--- src/rtl/tx_buffer_if.sv ---
// tx_buffer_if: host write port, transmitter handshake and status bundle of the transmit buffer
interface tx_buffer_if #(
    parameter int MAX_UART_DATA_W = 8,
    parameter int FIFO_ADDR_W     = 4
);
    logic                       wr_valid_i;
    logic [MAX_UART_DATA_W-1:0] wr_data_i;
    logic                       wr_ready_o;
    logic                       flush_i;
    logic                       tx_en_i;
    logic                       tx_busy_i;
    logic                       tx_done_i;
    logic                       tx_start_o;
    logic [MAX_UART_DATA_W-1:0] tx_data_o;
    logic [FIFO_ADDR_W:0]       fifo_count_o;
    logic                       fifo_empty_o;
    logic                       fifo_full_o;
    logic                       overflow_o;
    logic                       tx_timeout_o;

    modport slave (
        input  wr_valid_i, wr_data_i, flush_i, tx_en_i, tx_busy_i, tx_done_i,
        output wr_ready_o, tx_start_o, tx_data_o, fifo_count_o, fifo_empty_o,
               fifo_full_o, overflow_o, tx_timeout_o
    );

    modport master (
        output wr_valid_i, wr_data_i, flush_i, tx_en_i, tx_busy_i, tx_done_i,
        input  wr_ready_o, tx_start_o, tx_data_o, fifo_count_o, fifo_empty_o,
               fifo_full_o, overflow_o, tx_timeout_o
    );
endinterface

--- src/rtl/tx_buffer.sv ---
// tx_buffer: circular byte FIFO feeding the UART transmitter one frame at a time; optional watchdog via TX_WATCHDOG_EN
module tx_buffer #(
    parameter int MAX_UART_DATA_W = 8,
    parameter int FIFO_ADDR_W     = 4,
    parameter int WDOG_CYCLES     = 65535
) (
    input logic        clk_i,
    input logic        rst_ni,
    tx_buffer_if.slave bus
);
    localparam int DEPTH = 2 ** FIFO_ADDR_W;

    typedef enum logic {IDLE, WAIT_DONE} state_t;

    state_t                     state_q, state_d;
    logic [MAX_UART_DATA_W-1:0] mem [DEPTH];
    logic [FIFO_ADDR_W-1:0]     wptr_q, rptr_q;
    logic [FIFO_ADDR_W:0]       count_q;
    logic [MAX_UART_DATA_W-1:0] data_q;
    logic                       start_q, ovf_q;
    logic                       full, empty, wr_ready, push, pop, timeout;

    if (WDOG_CYCLES < 1 || WDOG_CYCLES > 2 ** 20 - 1) begin : g_bad_wdog
        $error("WDOG_CYCLES must lie in 1..2**20-1");
    end

    assign full     = count_q == (FIFO_ADDR_W + 1)'(DEPTH);
    assign empty    = count_q == '0;
    assign wr_ready = !full && !bus.flush_i;
    assign push     = bus.wr_valid_i && wr_ready;

    assign bus.wr_ready_o   = wr_ready;
    assign bus.tx_start_o   = start_q;
    assign bus.tx_data_o    = data_q;
    assign bus.fifo_count_o = count_q;
    assign bus.fifo_empty_o = empty;
    assign bus.fifo_full_o  = full;
    assign bus.overflow_o   = ovf_q;

`ifdef TX_WATCHDOG_EN
    logic [19:0] wd_q;
    logic        to_q;

    assign timeout          = state_q == WAIT_DONE && !bus.tx_done_i && wd_q == 20'(WDOG_CYCLES - 1);
    assign bus.tx_timeout_o = to_q;

    // cycles spent waiting for tx_done of the current frame, restarted by every pop
    always_ff @(posedge clk_i or negedge rst_ni) begin
        if (!rst_ni) begin
            wd_q <= '0;
            to_q <= 1'b0;
        end else begin
            wd_q <= pop ? '0 : (state_q == WAIT_DONE ? wd_q + 20'd1 : wd_q);
            to_q <= timeout;
        end
    end
`else
    assign timeout          = 1'b0;
    assign bus.tx_timeout_o = 1'b0;
`endif

    // frame sequencer: start a frame from IDLE, then wait for the transmitter to finish it
    always_comb begin
        state_d = state_q;
        pop     = 1'b0;
        if (state_q == IDLE) begin
            pop     = bus.tx_en_i && !empty && !bus.tx_busy_i && !bus.flush_i;
            state_d = pop ? WAIT_DONE : IDLE;
        end else begin
            state_d = (bus.tx_done_i || timeout) ? IDLE : WAIT_DONE;
        end
    end

    // byte storage; no reset needed since occupancy gates every read
    always_ff @(posedge clk_i) begin
        if (push) mem[wptr_q] <= bus.wr_data_i;
    end

    // pointers and occupancy; flush empties the buffer and wins over a concurrent write
    always_ff @(posedge clk_i or negedge rst_ni) begin
        if (!rst_ni) begin
            wptr_q  <= '0;
            rptr_q  <= '0;
            count_q <= '0;
        end else if (bus.flush_i) begin
            wptr_q  <= '0;
            rptr_q  <= '0;
            count_q <= '0;
        end else begin
            wptr_q  <= wptr_q + FIFO_ADDR_W'(push);
            rptr_q  <= rptr_q + FIFO_ADDR_W'(pop);
            count_q <= count_q + (FIFO_ADDR_W + 1)'(push) - (FIFO_ADDR_W + 1)'(pop);
        end
    end

    // registered frame outputs: start pulse, held frame data, dropped-write pulse
    always_ff @(posedge clk_i or negedge rst_ni) begin
        if (!rst_ni) begin
            state_q <= IDLE;
            start_q <= 1'b0;
            data_q  <= '0;
            ovf_q   <= 1'b0;
        end else begin
            state_q <= state_d;
            start_q <= pop;
            data_q  <= pop ? mem[rptr_q] : data_q;
            ovf_q   <= bus.wr_valid_i && full && !bus.flush_i;
        end
    end
endmodule

--- src/flat_wrapper.sv ---
// flat-port wrapper written by rule: the top's interface ports become plain ports
module tx_buffer_flat 
#(
    parameter int MAX_UART_DATA_W = 8,
    parameter int FIFO_ADDR_W     = 4,
    parameter int WDOG_CYCLES     = 65535
)
  (clk_i, rst_ni, bus_wr_valid_i, bus_wr_data_i, bus_flush_i, bus_tx_en_i, bus_tx_busy_i, bus_tx_done_i, bus_wr_ready_o, bus_tx_start_o, bus_tx_data_o, bus_fifo_count_o, bus_fifo_empty_o, bus_fifo_full_o, bus_overflow_o, bus_tx_timeout_o);
  tx_buffer_if #(.MAX_UART_DATA_W(MAX_UART_DATA_W), .FIFO_ADDR_W(FIFO_ADDR_W)) bus_i ();
  input logic clk_i;
  input logic rst_ni;
  input wire logic [$bits(bus_i.wr_valid_i)-1:0] bus_wr_valid_i;
  input wire logic [$bits(bus_i.wr_data_i)-1:0] bus_wr_data_i;
  input wire logic [$bits(bus_i.flush_i)-1:0] bus_flush_i;
  input wire logic [$bits(bus_i.tx_en_i)-1:0] bus_tx_en_i;
  input wire logic [$bits(bus_i.tx_busy_i)-1:0] bus_tx_busy_i;
  input wire logic [$bits(bus_i.tx_done_i)-1:0] bus_tx_done_i;
  output wire logic [$bits(bus_i.wr_ready_o)-1:0] bus_wr_ready_o;
  output wire logic [$bits(bus_i.tx_start_o)-1:0] bus_tx_start_o;
  output wire logic [$bits(bus_i.tx_data_o)-1:0] bus_tx_data_o;
  output wire logic [$bits(bus_i.fifo_count_o)-1:0] bus_fifo_count_o;
  output wire logic [$bits(bus_i.fifo_empty_o)-1:0] bus_fifo_empty_o;
  output wire logic [$bits(bus_i.fifo_full_o)-1:0] bus_fifo_full_o;
  output wire logic [$bits(bus_i.overflow_o)-1:0] bus_overflow_o;
  output wire logic [$bits(bus_i.tx_timeout_o)-1:0] bus_tx_timeout_o;
  assign bus_i.wr_valid_i = bus_wr_valid_i;
  assign bus_i.wr_data_i = bus_wr_data_i;
  assign bus_i.flush_i = bus_flush_i;
  assign bus_i.tx_en_i = bus_tx_en_i;
  assign bus_i.tx_busy_i = bus_tx_busy_i;
  assign bus_i.tx_done_i = bus_tx_done_i;
  assign bus_wr_ready_o = bus_i.wr_ready_o;
  assign bus_tx_start_o = bus_i.tx_start_o;
  assign bus_tx_data_o = bus_i.tx_data_o;
  assign bus_fifo_count_o = bus_i.fifo_count_o;
  assign bus_fifo_empty_o = bus_i.fifo_empty_o;
  assign bus_fifo_full_o = bus_i.fifo_full_o;
  assign bus_overflow_o = bus_i.overflow_o;
  assign bus_tx_timeout_o = bus_i.tx_timeout_o;
  tx_buffer #(.MAX_UART_DATA_W(MAX_UART_DATA_W), .FIFO_ADDR_W(FIFO_ADDR_W), .WDOG_CYCLES(WDOG_CYCLES)) u_core (.clk_i(clk_i), .rst_ni(rst_ni), .bus(bus_i));
endmodule
--- config.mk ---
export PLATFORM = sky130hd
export DESIGN_NAME = tx_buffer_flat
export DESIGN_NICKNAME = d
export VERILOG_FILES = /design/src/rtl/tx_buffer_if.sv /design/src/rtl/tx_buffer.sv /design/src/flat_wrapper.sv
export SDC_FILE = /design/constraint.sdc
export NUM_CORES = 1
export LEC_CHECK = 0
export BUFFER_PORTS_ARGS = -buffer_cell sky130_fd_sc_hd__buf_4
export CAP_MARGIN = 20
export CORE_MARGIN = 4
export CORE_UTILIZATION = 45
export CTS_CLUSTER_DIAMETER = 120
export DETAILED_ROUTE_END_ITERATION = 6
export GPL_ROUTABILITY_DRIVEN = 1
export PLACE_DENSITY_LB_ADDON = 0.1
export SYNTH_ARGS = -nofsm -noshare
export SYNTH_HDL_FRONTEND = slang
export SYNTH_SLANG_ARGS = --single-unit
--- constraint.sdc ---
create_clock -name clk_i -period 2.9 [get_ports clk_i]
set_input_delay 0.58 -clock clk_i [delete_from_list [all_inputs] [get_ports clk_i]]
set_output_delay 0.58 -clock clk_i [all_outputs]
set_load 0.03 [all_outputs]
# [Word level (Yosys, flattened, before mapping)]
# Memories as Yosys holds them, arrays and structs flattened. A register that Yosys moved wholly into a read port is not among the register bits.
# Index checks and enable logic that the tools add are counted.
[op_classes] n_addsub=4 n_eq_ne=1 muxes=9 reduce_logical=13
[op_table] cell="4-bit by 1-bit adder with 4-bit output" n=2
[op_table] cell="4-bit two-way mux" n=2
[op_table] cell="1-bit logical AND" n=7
[op_table] cell="1-bit two-way mux" n=6
[op_table] cell="5-bit by 1-bit adder with 5-bit output" n=1
[op_table] cell="5-bit == test, second input constant" n=1
[op_table] cell="1-bit logical NOT" n=5
[op_table] cell="5-bit logical NOT" n=1
[op_table] cell="5-bit two-way mux" n=1
[op_table] cell="5-bit by 1-bit subtractor with 5-bit output" n=1
[word_totals] ff_bits=16 mem_bits_rw=128 inputBits=15 out_inout_bits=19 wordCells=34 n_memories=1
[mem_list] name="u_core.mem" depth=16 word_bits=8 read_ports=1 rd_clocked_by_memory_dff=1 write_ports=1 line_no="tx_buffer.sv:16" rtl="logic [MAX_UART_DATA_W-1:0] mem [DEPTH];"

# [Longest topological paths before layout]
# Gate-level depths: netlist of the first run.
[depth] ltp_word=8 mapped_depth=14 depth_no_buf=13

# [Least setup slack after synthesis of the first run]
# No wires, ideal clock.
[synth_timing] path_type="register to register" from="register u_core.count_q[3], in the netlist u_core.bus.fifo_count_o[3]" to="register u_core.count_q[4], in the netlist u_core.bus.fifo_count_o[4]" arrival_ps=3348 required_ps=2765 path_slack_ps=-583 path_stages_with_launch=15 path_buffers=1 synth_period_minus_slack_ps=3483 cell_sequence="dfrtp_1 inv_1 ha_1 nor4b_1 or4_1 buf_2 nand2_1 nand2_1 ha_1 inv_1 fa_1 nor2b_1 o21bai_1 a21oi_1 nor3b_1"
[synth_between] elab_chain_cells=8
[synth_lines] element="start: declaration" line_no="tx_buffer.sv:18" rtl="logic [FIFO_ADDR_W:0] count_q;"
[synth_lines] element="start signal: assignment" line_no="tx_buffer.sv:92" rtl="count_q <= count_q + (FIFO_ADDR_W + 1)'(push) - (FIFO_ADDR_W + 1)'(pop);"
[synth_lines] element="5-bit logical NOT" line_no="tx_buffer.sv:28" rtl="assign empty = count_q == '0;"
[synth_lines] element="via bus_fifo_empty_o" line_no="flat_wrapper.sv:22" rtl="output wire logic [$bits(bus_i.fifo_empty_o)-1:0] bus_fifo_empty_o;"
[synth_lines] element="1-bit logical NOT" line_no="tx_buffer.sv:67" rtl="pop = bus.tx_en_i && !empty && !bus.tx_busy_i && !bus.flush_i;"
[synth_lines] element="1-bit logical AND (3 in series)" line_no="tx_buffer.sv:67"
[synth_lines] element="1-bit two-way mux" line_no="tx_buffer.sv:66" rtl="if (state_q == IDLE) begin"
[synth_lines] element="5-bit by 1-bit subtractor with 5-bit output" line_no="tx_buffer.sv:92"
[synth_lines] element="5-bit two-way mux" line_no="tx_buffer.sv:85" rtl="end else if (bus.flush_i) begin"
# The timed path passes the listed nets, and every way through them passes these cells.

# [Worst setup path in the final report of the first run]
[layout_timing] from="register u_core.count_q[2], in the netlist u_core.bus.fifo_count_o[2]" to="register u_core.count_q[4], in the netlist u_core.bus.fifo_count_o[4]"
[layout_between] elab_chain_cells=8
[layout_lines] element="branches (longest 6 deep; another with 5-bit by 1-bit adder with 5-bit output)"
[layout_lines] element="5-bit by 1-bit subtractor with 5-bit output (*)" line_no="tx_buffer.sv:92"
[layout_lines] element="5-bit two-way mux (*)" line_no="tx_buffer.sv:85"
# Every way passes the cells marked *.

==> impl_metrics.env, run 1 <==
export IMPL_crit_family="simple AND/OR/NAND/NOR gates"
export IMPL_startpoint_type="flip-flop"
export IMPL_tns_ps=0
export IMPL_power_density_nw_per_um2=796
export IMPL_clkTransAtPathRegs_ps=60
export IMPL_drv_cap=0
export IMPL_grt_pass1_wl_mm=18.4
export IMPL_gp_congestion=0.774
export IMPL_areaGrowthSynthToFinish_pct=19.4
export IMPL_cts_tree="done"
export IMPL_fin_nets=400
export IMPL_cp_required_ps=3250
export IMPL_setup_worst_path_class="flip-flop to flip-flop"
export IMPL_vdd_drop_max_v=0.000436
export IMPL_htreeDepth=4
export IMPL_vias=3052
export IMPL_seq_area_frac_synth_pct=71.8
export IMPL_insertion_delay_ps=430
export IMPL_die_area_um2=15700
export IMPL_cts_buffers=17
export IMPL_hp_class="primary input to asynchronous set/reset pin"
export IMPL_wl_met2_mm=5.82
export IMPL_die_width_um=125
export IMPL_topRoutingLayerUsed="met4"
export IMPL_netlist_instances=319
export IMPL_overflow=0
export IMPL_synth_common_cells="edfxtp_1 (128), mux4_1 (32), dfrtp_1 (24), nor2_1 (20)"
export IMPL_die_y_um=125
export IMPL_first_iter_violations=223
export IMPL_crit_path_start="u_core.bus.fifo_count_o[2]"
export IMPL_ys_warn_count=0
export IMPL_core_area_um2=13300
export IMPL_syn_area_um2=6190
export IMPL_num_antenna_cells=0
export IMPL_status="finished, final reports clean"
export IMPL_cp_num_buf_inv=2
export IMPL_cts_setup_buffers=0
export IMPL_cts_buffer_depth=2
export IMPL_synth_edf_count=128
export IMPL_synthTopCellsByArea="edfxtp_1 (62%), mux4_1 (14%), dfrtp_1 (9.7%)"
export IMPL_max_freq_mhz=361
export IMPL_arrival_ps=3120
export IMPL_route_detailed_drc=0
export IMPL_endpoint_kind="flip-flop"
export IMPL_synth_flop_cell="edfxtp_1"
export IMPL_stdcell_area_um2=7390
export IMPL_clock_skew_ps=23.4
export IMPL_yosys_area_top_type_share_pct=62.1
export IMPL_leakage_nw=2.69
export IMPL_setup_viol=0
export IMPL_rsz0062_at_grt="false"
export IMPL_port_buffers=32
export IMPL_numClockSinks=152
export IMPL_drive_gt1_share_pct=24.2
export IMPL_crit_chain="inv_1, ha_2, nor4b_4, or4_4, or2_4, nand2_1, ha_1, inv_1, fa_1, nor2b_1, o21bai_1, nand3_1, nor3b_2"
export IMPL_report_final_hold_viol_count=0
export IMPL_wl_met1_mm=5.22
export IMPL_antenna_found_initial=0
export IMPL_ys_types=34
export IMPL_yosys_area_top_type="edfxtp_1"
export IMPL_clockRootBuffer="clkbuf_16"
export IMPL_dr_pass1_iters=5
export IMPL_grt_use_total_pct=16.0
export IMPL_max_slew_margin_pct=65.3
export IMPL_routedWlPerCell_um=21.1
export IMPL_post_dp_cell_area_um2=6740
export IMPL_final_antenna_net_count=0
export IMPL_slew_viol_final=0
export IMPL_initial_core_util_pct=46.4
export IMPL_dr_wl_met3_um=733
export IMPL_r2r_start="u_core.bus.fifo_count_o[2]"
export IMPL_syn_num_nets=344
export IMPL_async_flop_share_pct=15.8
export IMPL_power_total_mw=5.89
export IMPL_period_share_pct=95.6
export IMPL_fin_crit_ps=2770
export IMPL_crit_path_max_fanout=3
export IMPL_vias_per_cell=5.41
export IMPL_grt_max_degree=35
export IMPL_rows=42
export IMPL_ys_seq_elements=152
export IMPL_worst_pin_slew_ps=513
export IMPL_drt_total_wl_mm=11.9
export IMPL_crit_slowest_cell="or4_4"
export IMPL_io_pins=34
export IMPL_cpPeakStageDelay_ps=480
export IMPL_fillerInstances=1083
export IMPL_dp_hpwl_mm=7.33
export IMPL_syn_area_per_cell_um2=19.4
export IMPL_cpMostUsedCell="inv_1"
export IMPL_grt_pass1_vias=3195
export IMPL_synth_most_common_cell="edfxtp_1"
[final cells by class]
type | instances | area, um2 | area share [%]
Sequential cell | 152 | 4450 | 60.2
Multi-Input combinational cell | 140 | 1630 | 22.1
Clock buffer | 17 | 425 | 5.75
Timing Repair Buffer | 55 | 425 | 5.75
Tap cell | 176 | 220 | 2.98
Clock inverter | 15 | 208 | 2.81
Inverter | 9 | 33.8 | 0.457
[timing repair]
item	4_1_cts	5_1_grt
hold buffers	0	0
gates resized for setup	0	5
endpoints found under the setup margin	0	1
[metrics by stage]
stage               utilization [%]  setup WS, ps  instances  hold WS (ps)
floorplan                         -          31.5        319           284
finish                         55.4           128        564          38.0
CTS                            55.2          20.0        564          47.4
global placement               50.5           146        532           463
global route                   55.4          14.0        564          57.8
detailed placement             50.5          41.9        532           470
[path summary, 6_finish.rpt]
kind                                              endpoint  cells after the start  slack, ps
max in group asynchronous          u_core.bus.tx_data_o[4]                      1       2590
worst min register to register     u_core.bus.tx_data_o[1]                      1        480
worst min-delay path            u_core.bus.fifo_count_o[3]                      1         40
worst max-delay path            u_core.bus.fifo_count_o[4]                     13        130
worst max register to register  u_core.bus.fifo_count_o[4]                     13        130
min in group clk_i                          u_core.state_q                      2        330
[sequential cells by signal (all words and copies together), names as in the netlist]
| register | cells |
|---|---|
| u_core.bus.fifo_count_o | 5 |
| u_core.bus.overflow_o | 1 |
| u_core.bus.tx_data_o | 8 |
| u_core.bus.tx_start_o | 1 |
| u_core.mem | 128 |
| u_core.rptr_q | 4 |
| u_core.state_q | 1 |
| u_core.wptr_q | 4 |
[report_power, final]
part	switching, mW	leakage, nW	internal, mW
clock network	0.827	0.301	1.51
logic	0.546	0.924	0.437
registers	0.0760	1.47	2.49
[layer usage]
metal | vias to the layer above | global-route usage, %
met4 | 0 | 5.42
met3 | 10 | 5.46
met1 | 1552 | 20.8
met2 | 88 | 25.6
met5 | - | 0
li1 | 1402 | -
[logic make-up after synthesis]
family | count (synthesis) | share of synthesized area, %
other | 1 | 0.0606
buffers and inverters | 27 | 2.47
adder cells (fa/ha/maj) | 10 | 2.14
AND/OR/NAND/NOR | 54 | 4.59
flip-flops | 152 | 71.8
AO/OA/AOI/OAI | 29 | 3.23
XOR/XNOR | 6 | 0.849
multiplexers | 40 | 14.9
[cells in the final DEF, fill, tap and decap left out, types with 2 or more instances in the layout]
cell type   count
a211oi_1        8
a21o_1          9
buf_4          54
bufinv_16       5
clkbuf_16      17
clkinv_1        3
clkinv_2        3
clkinvlp_4      3
dfrtp_1        22
dfrtp_2         2
edfxtp_1      128
ha_1            8
inv_1           9
mux2i_1         8
mux4_1         32
nand2_1         3
nand2b_1        5
nand3_1         4
nand3b_1        2
nor2_1         20
nor2b_1         7
nor3_1          5
o22ai_1         8
xnor2_1         3
xor2_1          3
(Power assumes the default switching activity.)
==> inputs of run 2 (changes only) <==
Settings changed: ABC_AREA from default to 1, CORE_UTILIZATION 45 to 55.
==> run 2 against run 1 <==
Against the previous run:
- total power decreased by 7.1%
- combinational power is 0.8% lower
- cell area increased by 3.2%
- die area shrank 10%
- area after synthesis increased by 8.9%
- non-clock buffer count fell by 7
==> impl_metrics.env, run 2 <==
export IMPL_final_antenna_net_count=0
export IMPL_die_width_um=119
export IMPL_die_y_um=119
export IMPL_period_share_pct=88.0
export IMPL_final_common_cell="nand2_1"
export IMPL_synth_flop_cell="edfxtp_1"
export IMPL_netlist_instances=668
export IMPL_syn_area_um2=6740
export IMPL_power_total_mw=5.46
export IMPL_setup_worst_path_end="u_core.bus.fifo_count_o[4]"
export IMPL_grt_pass1_wl_mm=23.3
export IMPL_areaGrowthSynthToFinish_pct=13.2
export IMPL_async_flop_share_pct=15.8
export IMPL_antenna_found_initial=0
export IMPL_port_buffers=32
export IMPL_grt_pass1_vias=4431
export IMPL_slew_viol_final=0
export IMPL_cts_tree="done"
export IMPL_ys_seq_elements=152
export IMPL_syn_area_per_cell_um2=10.1
export IMPL_ys_warn_count=0
export IMPL_max_freq_mhz=392
export IMPL_num_antenna_cells=0
export IMPL_power_density_nw_per_um2=716
export IMPL_endpoint_kind="flip-flop"
export IMPL_fin_nets=733
export IMPL_drive_gt1_share_pct=11.0
export IMPL_hp_class="primary input to asynchronous set/reset pin"
export IMPL_fin_crit_ps=2550
export IMPL_synth_common_cells="nand2_1 (203), edfxtp_1 (128), inv_1 (120), nand3_1 (104), nor2_1 (29)"
export IMPL_crit_chain="inv_1, ha_1, nand3_1, nor2_1, inv_1, nand2_1, buf_4, nand2_1, nand2_1, ha_1, inv_1, fa_1, inv_1, a21oi_1, nor2_1, nor3_1, nor3_1"
export IMPL_post_dp_cell_area_um2=7110
export IMPL_pwr_share_clk_pct=35.6
export IMPL_syn_num_nets=693
export IMPL_dp_hpwl_mm=9.25
export IMPL_seq_area_frac_synth_pct=65.9
export IMPL_sw_frac_of_total_pct=27.8
export IMPL_die_area_um2=14100
export IMPL_clockRootBuffer="clkbuf_16"
export IMPL_drv_cap=0
export IMPL_vias=4493
export IMPL_startpoint_type="flip-flop"
export IMPL_ctsHoldBuffers=0
export IMPL_largest_reg_flops=128
export IMPL_cts_setup_buffers=0
export IMPL_first_iter_violations=434
export IMPL_stdcell_area_um2=7630
export IMPL_setup_viol=0
export IMPL_cpPeakStageDelay_ps=410
export IMPL_cts_buffers=17
export IMPL_status="finished, final reports clean"
export IMPL_crit_path_max_fanout=12
export IMPL_tns_ps=0
export IMPL_clock_skew_ps=9.25
export IMPL_cts_resized=0
export IMPL_p_int_mw=3.94
export IMPL_rows=40
export IMPL_p_comb_share_pct=17.8
export IMPL_worst_pin_slew_ps=775
export IMPL_cp_required_ps=3230
export IMPL_crit_slowest_cell="fa_1"
export IMPL_ys_types=23
export IMPL_r2r_start="u_core.bus.fifo_count_o[3]"
export IMPL_route_detailed_drc=0
export IMPL_clkTransAtPathRegs_ps=60
export IMPL_overflow=0
export IMPL_rsz0062_at_grt="false"
export IMPL_insertion_delay_ps=420
export IMPL_core_area_um2=12000
export IMPL_grt_use_total_pct=22.0
export IMPL_vias_per_cell=5.18
export IMPL_yosys_area_top_type="edfxtp_1"
export IMPL_io_pins=34
export IMPL_max_slew_margin_pct=48.2
export IMPL_cts_buffer_depth=2
export IMPL_htreeDepth=4
export IMPL_leakage_nw=3.42
export IMPL_yosys_area_top_type_share_pct=57.0
export IMPL_numClockSinks=152
export IMPL_grt_max_degree=66
export IMPL_report_final_hold_viol_count=0
export IMPL_top_register="u_core.mem"
export IMPL_final_cell_mix="nand2_1 (203), edfxtp_1 (128), inv_1 (120)"
export IMPL_drt_total_wl_mm=14.5
export IMPL_gp_congestion=0.867
export IMPL_cpMostUsedCell="inv_1"
export IMPL_seq_power_share_pct=46.6
export IMPL_timing_rr_end="u_core.bus.fifo_count_o[4]"
export IMPL_synth_edf_count=128
export IMPL_r2r_cells=17
export IMPL_synthTopCellsByArea="edfxtp_1 (57%), nand2_1 (11%), dfrtp_1 (8.9%)"
export IMPL_setup_worst_path_class="flip-flop to flip-flop"
export IMPL_power_switching_mw=1.52
export IMPL_arrival_ps=2880
export IMPL_dr_pass1_iters=5
export IMPL_initial_core_util_pct=56.1
export IMPL_setup_ws_ps=349
export IMPL_r2r_slack_ps=350
export IMPL_place_ws_ps=146
export IMPL_crit_path_start="u_core.bus.fifo_count_o[3]"
export IMPL_routedWlPerCell_um=16.6
export IMPL_vdd_drop_max_v=0.000407
export IMPL_synth_most_common_cell="nand2_1"
[run 2: cell count changes after synthesis, moves of 7 or more]
cell,delta
nor2b_1,-7
mux2i_1,-8
mux4_1,-32
nand3_1,+100
nor2_1,+9
buf_2,+10
a211oi_1,-8
nand2_1,+200
inv_1,+111
a21o_1,-9
o22ai_1,-8
[run 2: per-stage QoR]
stage          std cells  hold slack [ps]  util (%)
2_1_floorplan        668              284         -
3_3_place_gp         836              474      59.2
3_5_place_dp         836              470      59.2
4_1_cts              868             50.4      63.5
5_1_grt              868             58.1      63.5
6_report             868             48.0      63.5
[run 2: area by class of cell]
| class | count | area, um2 |
|---|---|---|
| sequential | 152 | 4450 |
| tap | 147 | 184 |
| clock buffer | 24 | 472 |
| inverter | 124 | 465 |
| multi-input combinational | 365 | 1640 |
| clock inverter | 8 | 51.3 |
| timing repair buffer | 48 | 373 |
| fill | 991 | 4380 |
[run 2: worst min-delay path by stage]
stage,start,endpoint,slack [ps],cells after the start
6_report,rst_ni,u_core.bus.tx_start_o,50,1
5_1_grt,rst_ni,u_core.bus.tx_data_o[0],60,1
4_1_cts,rst_ni,u_core.bus.tx_start_o,50,1
3_5_place_dp,u_core.bus.tx_data_o[7],u_core.bus.tx_data_o[7],470,2
3_3_place_gp,u_core.bus.tx_data_o[1],u_core.bus.tx_data_o[1],470,2
2_1_floorplan,rst_ni,u_core.bus.fifo_count_o[0],280,0
[run 2: worst max-delay path, delay by kind of cell (launching register included)]
| family | cells | cell delay (ps) |
|---|---|---|
| flops | 1 | 400 |
| compound gates | 1 | 50 |
| simple gates | 8 | 790 |
| buf+inv | 5 | 460 |
| fa+ha+maj | 3 | 750 |
[run 2: cells by family (layout without fill, tap and decap cells)]
group                    after synthesis  after routing  share of synthesized area, %
buffers and inverters                151            204                          9.74
XOR/XNOR                               4              4                         0.520
AND/OR/NAND/NOR                      340            340                          21.0
AO/OA/AOI/OAI                         10             10                         0.780
adder cells (fa/ha/maj)               10             10                          1.97
other                                  1              1                        0.0556
flip-flops                           152            152                          65.9
[run 2: power by group through the flow]
stage / Sequential (mW) / Combinational [mW] / Clock (mW)
after floorplan: 2.73 / 0.509 / 0
after global placement: 2.59 / 0.967 / 0
after detailed placement: 2.59 / 0.984 / 0
after CTS: 2.55 / 0.989 / 1.98
after global routing: 2.56 / 1.08 / 2.07
final: 2.55 / 0.975 / 1.94
[run 2: routing by layer]
metal  up-vias  global-route usage [%]  share of wire, %
li1       2212                       -                 -
met1      2125                    29.2                43
met2       134                    35.7                50
met3        22                    4.55               5.3
met4         0                    8.76               2.1
met5         -                       0                 0
==> inputs of run 3 (changes only) <==
Settings changed: CORE_UTILIZATION 55 to 47.
==> run 3 against run 2 <==
Against the previous run:
- via count fell by 0.67%
- critical path type unchanged
- flip-flop and latch count did not move
- sequential power barely moved
- worst hold slack improved by 7.2 ps
- global-route usage fell by 2.3 points
==> impl_metrics.env, run 3 (same netlist as run 2, synthesis figures left out) <==
export IMPL_cts_buffers=17
export IMPL_crit_path_start="u_core.bus.fifo_count_o[3]"
export IMPL_largest_reg_flops=128
export IMPL_gp_congestion=0.818
export IMPL_period_share_pct=86.4
export IMPL_cpMostUsedCell="inv_1"
export IMPL_setup_viol=0
export IMPL_antenna_found_initial=0
export IMPL_r2r_start="u_core.bus.fifo_count_o[3]"
export IMPL_startpoint_type="flip-flop"
export IMPL_grt_max_degree=66
export IMPL_sw_frac_of_total_pct=27.2
export IMPL_grt_pass1_wl_mm=24.0
export IMPL_crit_path_max_fanout=12
export IMPL_drt_total_wl_mm=15.0
export IMPL_top_register="u_core.mem"
export IMPL_slew_viol_final=0
export IMPL_max_freq_mhz=399
export IMPL_max_slew_margin_pct=52.7
export IMPL_routedWlPerCell_um=16.8
export IMPL_tns_ps=0
export IMPL_endpoint_kind="flip-flop"
export IMPL_p_int_mw=4.15
export IMPL_numClockSinks=152
export IMPL_crit_slowest_cell="dfrtp_1"
export IMPL_initial_core_util_pct=48.2
export IMPL_power_switching_mw=1.55
export IMPL_fin_nets=730
export IMPL_report_final_hold_viol_count=0
export IMPL_port_buffers=32
export IMPL_insertion_delay_ps=420
export IMPL_io_pins=34
export IMPL_areaGrowthSynthToFinish_pct=14.2
export IMPL_die_y_um=128
export IMPL_first_iter_violations=381
export IMPL_seq_power_share_pct=44.6
export IMPL_status="finished, final reports clean"
export IMPL_rows=43
export IMPL_fin_crit_ps=2510
export IMPL_final_antenna_net_count=0
export IMPL_overflow=0
export IMPL_vias=4463
export IMPL_leakage_nw=3.43
export IMPL_core_area_um2=14000
export IMPL_arrival_ps=2840
export IMPL_cts_tree="done"
export IMPL_num_antenna_cells=0
export IMPL_drive_gt1_share_pct=10.6
export IMPL_p_comb_share_pct=17.3
export IMPL_setup_ws_ps=394
export IMPL_dp_hpwl_mm=9.62
export IMPL_ctsHoldBuffers=0
export IMPL_vias_per_cell=4.97
export IMPL_crit_chain="inv_1, ha_1, nand3_1, nor2_1, inv_1, nand2_1, buf_4, nand2_1, nand2_1, ha_1, inv_1, fa_1, inv_1, a21oi_1, nor2_1, nor3_1, nor3_1"
export IMPL_pwr_share_clk_pct=38.1
export IMPL_clock_skew_ps=13.0
export IMPL_final_cell_mix="nand2_1 (203), edfxtp_1 (128), inv_1 (120)"
export IMPL_htreeDepth=4
export IMPL_hp_class="primary input to asynchronous set/reset pin"
export IMPL_rsz0062_at_grt="false"
export IMPL_die_area_um2=16300
export IMPL_power_density_nw_per_um2=740
export IMPL_cts_resized=0
export IMPL_cpPeakStageDelay_ps=400
export IMPL_clkTransAtPathRegs_ps=60
export IMPL_vdd_drop_max_v=0.000522
export IMPL_cts_buffer_depth=2
export IMPL_worst_pin_slew_ps=709
export IMPL_die_width_um=128
export IMPL_clockRootBuffer="clkbuf_16"
export IMPL_grt_use_total_pct=19.7
export IMPL_final_common_cell="nand2_1"
export IMPL_grt_pass1_vias=4428
export IMPL_drv_cap=0
export IMPL_place_ws_ps=207
export IMPL_dr_pass1_iters=5
export IMPL_cp_required_ps=3230
export IMPL_route_detailed_drc=0
export IMPL_setup_worst_path_class="flip-flop to flip-flop"
export IMPL_cts_setup_buffers=0
[run 3: cell count changes in the layout (fill, tap and decap cells not counted)]
cell / previous run / this run
clkinv_4: 1 / 0
clkinvlp_4: 3 / 2
clkbuf_8: 2 / 0
bufinv_16: 0 / 3
clkinv_2: 4 / 5
buf_4: 47 / 44
[run 3: metrics by stage]
step / power, mW / instance area [um2] / utilization (%) / std cells / hold slack [ps]
floorplan: 3.24 / 6740 / - / 668 / 284
finish: 5.70 / 7700 / 55.1 / 898 / 55.2
CTS: 5.74 / 7700 / 55.1 / 898 / 61.7
global placement: 3.57 / 7130 / 50.9 / 866 / 471
global route: 5.96 / 7700 / 55.1 / 898 / 67.9
detailed placement: 3.58 / 7130 / 50.9 / 866 / 474
[run 3: worst paths after layout]
kind | endpoint | slack (ps) | cells after the start
min in group clk_i | u_core.state_q | 350 | 2
min | u_core.bus.tx_data_o[6] | 60 | 1
min reg2reg | u_core.bus.tx_data_o[5] | 480 | 2
max | u_core.bus.fifo_count_o[4] | 390 | 17
max reg2reg | u_core.bus.fifo_count_o[4] | 390 | 17
max in group asynchronous | u_core.rptr_q[0] | 2580 | 1
[run 3: routing by layer]
layer | wire, um | track usage, % | share of wire (%) | vias up
met5 | 0 | 0 | 0 | -
met1 | 6710 | 26.6 | 45 | 2130
met4 | 249 | 6.37 | 1.7 | 0
li1 | - | - | - | 2201
met2 | 7330 | 31.9 | 49 | 116
met3 | 754 | 4.46 | 5.0 | 16
[run 3: critical path, delay by kind of cell, from the launching register on]
family,cells,cell delay [ps]
and+or+nand+nor,8,760
adders and majority gates,3,740
buffers and inverters,5,460
DFF,1,400
AOI/OAI and AO/OA,1,50
[run 3: cell type report]
cell class	instances	area (um2)
Tap cell	180	225
Multi-Input combinational cell	365	1640
Fill cell	1264	6290
Inverter	124	465
Clock buffer	22	444
Clock inverter	10	130
Timing Repair Buffer	45	350
Sequential cell	152	4450
[run 3: power groups by stage]
stage	Combinational [mW]	Clock, mW	Sequential, mW
final	0.985	2.17	2.54
after global routing	1.10	2.31	2.56
after CTS	0.998	2.20	2.55
after detailed placement	0.991	0	2.59
after global placement	0.982	0	2.59
after floorplan	0.509	0	2.73
